[src/rtl/uc_pkg.sv]
`default_nettype none
// uc_pkg: core-wide address constants and the sequencer state encoding. Rev 1.0
// Shared by pc_sequencer, the decoder and program_counter.
package uc_pkg;

  localparam int unsigned ADDR_WIDTH = 12;
  localparam logic [11:0] BOOT_END   = 12'h200;
  localparam logic [11:0] IRQ_VECTOR = 12'h200;

  localparam logic [1:0] FETCH   = 2'd0;
  localparam logic [1:0] DECODE  = 2'd1;
  localparam logic [1:0] EXECUTE = 2'd2;
  localparam logic [1:0] HALT    = 2'd3;

  typedef enum logic [1:0] {
    ST_FETCH   = FETCH,
    ST_DECODE  = DECODE,
    ST_EXECUTE = EXECUTE,
    ST_HALT    = HALT
  } seq_state_e;

endpackage
`default_nettype wire

[src/rtl/call_stack.sv]
`default_nettype none
// call_stack: DEPTH x WIDTH LIFO holding return addresses. Rev 1.0
// Push while full and pop while empty are ignored; push and pop never coincide.
module call_stack #(
  parameter int unsigned DEPTH = 8,
  parameter int unsigned WIDTH = 12
) (
  input  logic             clk,
  input  logic             arst_n,
  input  logic             push,
  input  logic             pop,
  input  logic [WIDTH-1:0] din,
  output logic [WIDTH-1:0] dout,
  output logic             full,
  output logic             empty
);

  localparam int unsigned PW = $clog2(DEPTH);

  logic [WIDTH-1:0] mem_q [DEPTH];
  logic [PW:0]      cnt_q;
  logic [PW-1:0]    top_idx;

  // When full the low bits are zero, so the decrement wraps to DEPTH-1.
  assign top_idx = cnt_q[PW-1:0] - PW'(1);
  assign dout    = mem_q[top_idx];
  assign full    = (cnt_q == (PW+1)'(DEPTH));
  assign empty   = (cnt_q == '0);

  always_ff @(posedge clk or negedge arst_n) begin
    if (!arst_n) begin
      cnt_q <= '0;
    end else if (push && !full) begin
      cnt_q <= cnt_q + (PW+1)'(1);
    end else if (pop && !empty) begin
      cnt_q <= cnt_q - (PW+1)'(1);
    end
  end

  always_ff @(posedge clk) begin
    if (push && !full) begin
      mem_q[cnt_q[PW-1:0]] <= din;
    end
  end

endmodule
`default_nettype wire

[src/rtl/pc_sequencer.sv]
`default_nettype none
// pc_sequencer: fetch/decode/execute sequencer driving program_counter, with return stack. Rev 1.0
// Define UC_PC_SEQ_IRQ_EN to add the irq/irq_ack interrupt entry path.
module pc_sequencer #(
  parameter int unsigned           ADDR_WIDTH  = uc_pkg::ADDR_WIDTH,
  parameter int unsigned           STACK_DEPTH = 8,
`ifdef UC_PC_SEQ_IRQ_EN
  parameter logic [ADDR_WIDTH-1:0] IRQ_VECTOR  = uc_pkg::IRQ_VECTOR,
`endif
  parameter logic [ADDR_WIDTH-1:0] BOOT_END    = uc_pkg::BOOT_END
) (
  input  logic                  clk,
  input  logic                  arst_n,
  input  logic                  clk_valid,
  input  logic [ADDR_WIDTH-1:0] pc_in,
  input  logic                  bootstrapping,
  output logic                  imem_req,
  input  logic                  imem_ack,
  output logic                  ir_load,
  input  logic                  dec_jump,
  input  logic                  dec_branch,
  input  logic                  dec_call,
  input  logic                  dec_ret,
  input  logic                  branch_taken,
  input  logic [ADDR_WIDTH-1:0] target,
  input  logic                  exec_done,
  input  logic                  halt_req,
  output logic                  pc_inc,
  output logic                  pc_load,
  output logic [ADDR_WIDTH-1:0] pc_next,
  output logic                  stk_ovf,
  output logic                  stk_unf,
  output logic                  prot_err,
`ifdef UC_PC_SEQ_IRQ_EN
  input  logic                  irq,
  output logic                  irq_ack,
`endif
  output logic [1:0]            state
);

  import uc_pkg::*;

  seq_state_e            state_q;
  logic                  imem_req_q;
  logic                  stk_ovf_q, stk_ovf_d;
  logic                  stk_unf_q, stk_unf_d;
  logic                  prot_err_q, prot_err_d;
  logic                  push, pop, full, empty;
  logic [ADDR_WIDTH-1:0] push_data, stk_top;
  logic                  prot_hit;
`ifdef UC_PC_SEQ_IRQ_EN
  logic                  irq_mask_q, irq_mask_d;
`endif

  assign prot_hit = !bootstrapping && (target < BOOT_END);

  always_comb begin
    pc_inc     = 1'b0;
    pc_load    = 1'b0;
    pc_next    = '0;
    push       = 1'b0;
    pop        = 1'b0;
    push_data  = pc_in + ADDR_WIDTH'(1);
    stk_ovf_d  = stk_ovf_q;
    stk_unf_d  = stk_unf_q;
    prot_err_d = prot_err_q;
`ifdef UC_PC_SEQ_IRQ_EN
    irq_ack    = 1'b0;
    irq_mask_d = irq_mask_q;
`endif
    if (clk_valid) begin
      unique case (state_q)
        ST_DECODE: begin
          if (dec_ret) begin
`ifdef UC_PC_SEQ_IRQ_EN
            irq_mask_d = 1'b0;
`endif
            if (empty) begin
              stk_unf_d = 1'b1;
              pc_inc    = 1'b1;
            end else begin
              pc_load = 1'b1;
              pc_next = stk_top;
              pop     = 1'b1;
            end
          end else if (dec_call || dec_jump || (dec_branch && branch_taken)) begin
            if (prot_hit) begin
              prot_err_d = 1'b1;
              pc_inc     = 1'b1;
            end else begin
              pc_load = 1'b1;
              pc_next = target;
              // A call into a full stack still redirects; only the return address is lost.
              if (dec_call) begin
                if (full) stk_ovf_d = 1'b1;
                else      push      = 1'b1;
              end
            end
          end else begin
            pc_inc = 1'b1;
          end
        end
`ifdef UC_PC_SEQ_IRQ_EN
        ST_EXECUTE: begin
          if (exec_done && !halt_req && irq && !irq_mask_q && !bootstrapping) begin
            pc_load    = 1'b1;
            pc_next    = IRQ_VECTOR;
            push_data  = pc_in;
            irq_ack    = 1'b1;
            irq_mask_d = 1'b1;
            if (full) stk_ovf_d = 1'b1;
            else      push      = 1'b1;
          end
        end
`endif
        default: ;
      endcase
    end
  end

  always_ff @(posedge clk or negedge arst_n) begin
    if (!arst_n) begin
      state_q    <= ST_FETCH;
      imem_req_q <= 1'b0;
      stk_ovf_q  <= 1'b0;
      stk_unf_q  <= 1'b0;
      prot_err_q <= 1'b0;
`ifdef UC_PC_SEQ_IRQ_EN
      irq_mask_q <= 1'b0;
`endif
    end else if (clk_valid) begin
      stk_ovf_q  <= stk_ovf_d;
      stk_unf_q  <= stk_unf_d;
      prot_err_q <= prot_err_d;
`ifdef UC_PC_SEQ_IRQ_EN
      irq_mask_q <= irq_mask_d;
`endif
      unique case (state_q)
        ST_FETCH: begin
          // Request drops out of reset and is raised on the first enabled edge.
          if (!imem_req_q) begin
            imem_req_q <= 1'b1;
          end else if (imem_ack) begin
            imem_req_q <= 1'b0;
            state_q    <= ST_DECODE;
          end
        end
        ST_DECODE: state_q <= ST_EXECUTE;
        ST_EXECUTE: begin
          if (exec_done) begin
            if (halt_req) begin
              state_q <= ST_HALT;
            end else begin
              state_q    <= ST_FETCH;
              imem_req_q <= 1'b1;
            end
          end
        end
        ST_HALT: begin
          if (!halt_req) begin
            state_q    <= ST_FETCH;
            imem_req_q <= 1'b1;
          end
        end
        default: state_q <= ST_FETCH;
      endcase
    end
  end

  assign imem_req = imem_req_q;
  assign ir_load  = clk_valid && (state_q == ST_FETCH) && imem_req_q && imem_ack;
  assign stk_ovf  = stk_ovf_q;
  assign stk_unf  = stk_unf_q;
  assign prot_err = prot_err_q;
  assign state    = state_q;

  call_stack #(
    .DEPTH (STACK_DEPTH),
    .WIDTH (ADDR_WIDTH)
  ) u_call_stack (
    .clk    (clk),
    .arst_n (arst_n),
    .push   (push),
    .pop    (pop),
    .din    (push_data),
    .dout   (stk_top),
    .full   (full),
    .empty  (empty)
  );

endmodule
`default_nettype wire

[config.mk]
export PLATFORM = sky130hd
export DESIGN_NAME = pc_sequencer
export DESIGN_NICKNAME = d
export VERILOG_FILES = /design/src/rtl/uc_pkg.sv /design/src/rtl/call_stack.sv /design/src/rtl/pc_sequencer.sv
export SDC_FILE = /design/constraint.sdc
export NUM_CORES = 1
export LEC_CHECK = 0
export CORE_MARGIN = 2
export CORE_UTILIZATION = 55
export DETAILED_ROUTE_END_ITERATION = 8
export PLACE_DENSITY = 0.79
export SLEW_MARGIN = 20
export SYNTH_ARGS = -nofsm -noshare
export SYNTH_HDL_FRONTEND = slang
export SYNTH_SLANG_ARGS = --single-unit
[constraint.sdc]
create_clock -name clk -period 3.4 [get_ports clk]
set_clock_uncertainty 0.15 [all_clocks]
set_input_delay 0.51 -clock clk [delete_from_list [all_inputs] [get_ports clk]]
set_output_delay 0.51 -clock clk [all_outputs]
set_load 0.03 [all_outputs]
==> impl_metrics.prom <==
# TYPE chip_impl_metric gauge
chip_impl_info{name="run_status",value="finished, final reports clean"} 1
chip_impl_metric{name="hold_viol",unit=""} 0
chip_impl_metric{name="globalRouteOverflowTotal",unit=""} 0
chip_impl_metric{name="net-switching-power",unit="mW"} 1.094
chip_impl_metric{name="post_cts_resized",unit=""} 0
chip_impl_metric{name="setup_total_negative_slack",unit="ns"} 0
chip_impl_info{name="cp_slowest_cell",value="sky130_fd_sc_hd__clkdlybuf4s50_1"} 1
chip_impl_metric{name="maximum_number_of_pins_on_one_net_before_global_route_repair",unit=""} 25
chip_impl_metric{name="share_of_the_synthesized_area_in_compound_gates_ao_oa_aoi_oai",unit="%"} 4.325
chip_impl_metric{name="count_of_yosys_warnings_during_synthesis",unit=""} 0
chip_impl_metric{name="p_leak",unit="nW"} 2.132
chip_impl_metric{name="grt_antenna_before_repair",unit=""} 0
chip_impl_metric{name="dr_total_vias",unit=""} 2669
chip_impl_metric{name="timing.final.crit_period",unit="ns"} 3.257
chip_impl_info{name="critical_path.endpoint_type",value="output pin"} 1
chip_impl_metric{name="drc",unit=""} 0
chip_impl_metric{name="ctsHtreeMaxLevel",unit=""} 3
chip_impl_info{name="hold_path.class",value="input port to async pin"} 1
chip_impl_info{name="synth_top_family_by_area",value="multiplexers"} 1
chip_impl_metric{name="post_route_cells_drive_above_1_share",unit="%"} 19.26
chip_impl_metric{name="cts_inserted_buffers",unit=""} 9
chip_impl_metric{name="power.ir.vdd_worst",unit="V"} 0.0003855
chip_impl_metric{name="final-max-slew-violation-count",unit=""} 0
chip_impl_metric{name="fraction_of_the_mapped_netlist_area_in_simple_logic_gates",unit="%"} 8.732
chip_impl_info{name="critical_path.reg2reg.startpoint",value="u_call_stack.cnt_q[1]"} 1
chip_impl_metric{name="floorplan.die.width",unit="µm"} 95.45
chip_impl_metric{name="synthCells",unit=""} 275
chip_impl_metric{name="place.gp.congestion",unit=""} 0.8019
chip_impl_metric{name="detail_route.first_pass.iterations",unit=""} 4
chip_impl_metric{name="clock_tree.buffer_depth",unit=""} 2
chip_impl_metric{name="first_pass_grt_wire_length",unit="µm"} 14090
chip_impl_metric{name="fp-row-count",unit=""} 33
chip_impl_metric{name="ys_seq_area_share",unit="%"} 68.12
chip_impl_metric{name="grt_use_total",unit="%"} 21.64
chip_impl_info{name="cpLargestDelayFamily",value="buffers and inverters"} 1
chip_impl_metric{name="max_slew.worst_pin.slew",unit="ns"} 0.8637
chip_impl_metric{name="seqPwrFrac",unit="%"} 44.7
chip_impl_metric{name="p_int",unit="mW"} 2.393
chip_impl_metric{name="clk_pin_slew",unit="ns"} 0.09
chip_impl_metric{name="nets",unit=""} 390
chip_impl_metric{name="finalWirelength",unit="µm"} 9069
chip_impl_metric{name="worst_ep_required_time",unit="ns"} 2.74
chip_impl_metric{name="die_area",unit="µm²"} 9110
chip_impl_metric{name="syn_to_final_growth",unit="%"} 21.49
chip_impl_metric{name="synth-seq-cells",unit=""} 106
chip_impl_metric{name="setup_violations",unit=""} 0
chip_impl_metric{name="detail-route-antenna-nets",unit=""} 0
chip_impl_metric{name="crit_buf_inv",unit=""} 2
chip_impl_metric{name="dr.first_iter.drc_count",unit=""} 145
chip_impl_metric{name="cp_max_fo",unit=""} 5
chip_impl_metric{name="relSlewSlack",unit="%"} 41.98
chip_impl_metric{name="area_of_the_core",unit="µm²"} 8175
chip_impl_info{name="cts_tree",value="built"} 1
chip_impl_metric{name="vias_in_the_first_global_route",unit=""} 2615
chip_impl_metric{name="fraction_of_the_mapped_netlist_area_in_adder_cells",unit="%"} 1.523
chip_impl_metric{name="combPwrFrac",unit="%"} 35.5
chip_impl_metric{name="ratio_of_routed_vias_to_standard_cells",unit=""} 5.828
chip_impl_metric{name="crit_path_max_incr_delay",unit="ns"} 0.66
chip_impl_metric{name="power.share.switching",unit="%"} 31.37
chip_impl_metric{name="yosys.cell_types.count",unit=""} 46
chip_impl_metric{name="postLayoutCellArea",unit="µm²"} 5588
chip_impl_info{name="setup.worst_path.start_class",value="register"} 1
chip_impl_metric{name="syn-num-nets",unit=""} 316
chip_impl_metric{name="placedInstanceArea",unit="µm²"} 5385
chip_impl_info{name="timing.critical_path.cells",value="inv_1 > ha_1 > or2b_2 > o21ai_1 > and3_1 > clkdlybuf4s50_1"} 1
chip_impl_metric{name="postSynthAreaPerCell",unit="µm²"} 16.73
chip_impl_info{name="timing.setup.critical_path_class",value="register to output pin"} 1
chip_impl_metric{name="clock_network_fraction_of_design_power",unit="%"} 19.8
chip_impl_info{name="crit_start",value="u_call_stack.cnt_q[1]"} 1
chip_impl_metric{name="antenna_cells_inserted",unit=""} 0
chip_impl_metric{name="post_synth_instance_area",unit="µm²"} 4599
chip_impl_metric{name="die_y",unit="µm"} 95.45
chip_impl_metric{name="post_synth_xor_area_fraction",unit="%"} 2.285
chip_impl_metric{name="timing.final.crit_share",unit="%"} 95.78
chip_impl_info{name="ys_dominant_reg_cell",value="sky130_fd_sc_hd__edfxtp_1"} 1
chip_impl_metric{name="cts_setup_buffers",unit=""} 0
chip_impl_metric{name="power-per-cell-area",unit="nW/µm²"} 624.1
chip_impl_metric{name="timing.max_cap.violations",unit=""} 0
chip_impl_metric{name="synth_enable_flop_cells",unit=""} 96
chip_impl_info{name="clk_root_buffer_cell",value="sky130_fd_sc_hd__clkbuf_8"} 1
chip_impl_metric{name="design_power_total",unit="mW"} 3.487
chip_impl_metric{name="initial_utilization",unit="%"} 56.26
chip_impl_metric{name="dp_hpwl",unit="µm"} 6125
chip_impl_metric{name="cts.hold.buffers_added",unit=""} 0
chip_impl_info{name="setup_repair_after_global_routing_missed_its_margin",value="no"} 1
chip_impl_metric{name="post_drt_wl_per_cell",unit="µm"} 19.80
chip_impl_metric{name="clock_insertion_delay_worst_skew",unit="ns"} 0.34
chip_impl_metric{name="floorplan.io_pins",unit=""} 57
chip_impl_metric{name="placement.io_buffers",unit=""} 56
chip_impl_metric{name="cts.sink_count",unit=""} 106
chip_impl_metric{name="synthMuxAreaShare",unit="%"} 13.08
chip_impl_metric{name="max_clock_freq",unit="GHz"} 0.3071
chip_impl_metric{name="ys_async_sr_fraction",unit="%"} 9.434
chip_impl_metric{name="cp.arrival",unit="ns"} 2.60
## Yosys cell counts, drive strengths merged, types with 2 or more instances
cell    instances  area, µm²
nand3           9      45.04
a21oi           5      25.02
nand2b          3      18.77
nor2           10      37.54
inv             8      32.54
a22oi          12      90.09
nand2          35      131.4
edfxtp         96       2883
buf             5      37.53
mux2            3      41.29
xor2            5      43.79
nand3b          2      18.77
mux2i           2      20.02
xnor2           7      61.31
o21ai           4      31.28
ha              4      50.05
nor3            4      20.02
and3b           2      18.77
nor4            2      27.53
clkbuf          5      18.77
o31ai           2      15.01
and4            3      28.78
mux4           24      540.5
dfrtp          10      250.2
## kinds of logic after synthesis
kind of cell             count (synthesis)
AO/OA/AOI/OAI                           28
XOR/XNOR                                12
adder cells (fa/ha/maj)                  5
buffers and inverters                   18
flip-flops                             106
multiplexers                            29
AND/OR/NAND/NOR                         77
## path summary, 6_finish.rpt
check / end / slack (ns) / cells after the start
max: pc_inc / 0.14 / 6
min: state[0] / 0.32 / 1
max reg2reg: u_call_stack.mem_q[0][10] / 0.62 / 7
min reg2reg: prot_err / 0.32 / 1
max in group asynchronous: imem_req / 2.47 / 1
min in group clk: prot_err / 0.32 / 1
## power groups by stage
| stage | sequential, mW | combinational [mW] | clock, mW |
|---|---|---|---|
| floorplan | 1.61 | 0.875 | 0 |
| global placement | 1.58 | 1.23 | 0 |
| detailed placement | 1.59 | 1.26 | 0 |
| CTS | 1.56 | 1.26 | 0.701 |
| global route | 1.57 | 1.34 | 0.756 |
| finish | 1.56 | 1.24 | 0.690 |
## per-stage QoR
step | utilization [%] | setup slack (ns) | std cells | hold WS, ns
after floorplan | - | 0.2480 | 275 | 0.06441
after global placement | 65.87 | 0.1838 | 443 | 0.2960
after detailed placement | 65.87 | 0.1497 | 443 | 0.3062
after CTS | 67.98 | 0.02709 | 458 | 0.3143
after global routing | 68.35 | 0.009703 | 458 | 0.3494
final | 68.35 | 0.1434 | 458 | 0.3220
## layer usage
| layer | global-route usage [%] | share of wire [%] | up-vias |
|---|---|---|---|
| met2 | 35.68 | 54 | 88 |
| met1 | 29.80 | 40 | 1355 |
| met5 | 0 | 0 | - |
| met4 | 6.429 | 0.33 | 0 |
| met3 | 4.032 | 6.1 | 2 |
| li1 | - | - | 1224 |
## registers in the layout (all words and copies together) (netlist names)
signal and count:
u_call_stack.mem_q 96, state 2, u_call_stack.cnt_q 4, imem_req 1
prot_err 1, stk_ovf 1, stk_unf 1
## layout make-up
type	instances	area [µm²]
clock buffer	9	123.9
inverter	8	32.53
tap	105	131.4
timing repair buffer	73	740.7
multi-input combinational	151	1378
clock inverter	6	48.80
fill	554	2587
sequential	106	3133
## cells in the final DEF, fill, tap and decap left out, types with 2 or more instances in the layout
| cell | count |
|---|---|
| sky130_fd_sc_hd__a21oi_1 | 5 |
| sky130_fd_sc_hd__a22oi_1 | 12 |
| sky130_fd_sc_hd__and4_1 | 2 |
| sky130_fd_sc_hd__buf_12 | 2 |
| sky130_fd_sc_hd__buf_4 | 16 |
| sky130_fd_sc_hd__clkbuf_8 | 9 |
| sky130_fd_sc_hd__clkdlybuf4s50_1 | 43 |
| sky130_fd_sc_hd__clkinvlp_4 | 2 |
| sky130_fd_sc_hd__dfrtp_1 | 10 |
| sky130_fd_sc_hd__dlymetal6s2s_1 | 12 |
| sky130_fd_sc_hd__edfxtp_1 | 96 |
| sky130_fd_sc_hd__ha_1 | 4 |
| sky130_fd_sc_hd__inv_1 | 7 |
| sky130_fd_sc_hd__inv_6 | 2 |
| sky130_fd_sc_hd__mux2_4 | 2 |
| sky130_fd_sc_hd__mux2i_1 | 2 |
| sky130_fd_sc_hd__mux4_2 | 24 |
| sky130_fd_sc_hd__nand2_1 | 35 |
| sky130_fd_sc_hd__nand2b_1 | 3 |
| sky130_fd_sc_hd__nand3_1 | 9 |
| sky130_fd_sc_hd__nor2_1 | 10 |
| sky130_fd_sc_hd__nor3_1 | 4 |
| sky130_fd_sc_hd__o21ai_0 | 2 |
| sky130_fd_sc_hd__o31ai_1 | 2 |
| sky130_fd_sc_hd__xnor2_1 | 7 |
| sky130_fd_sc_hd__xor2_1 | 5 |
(Power assumes the default switching activity.)
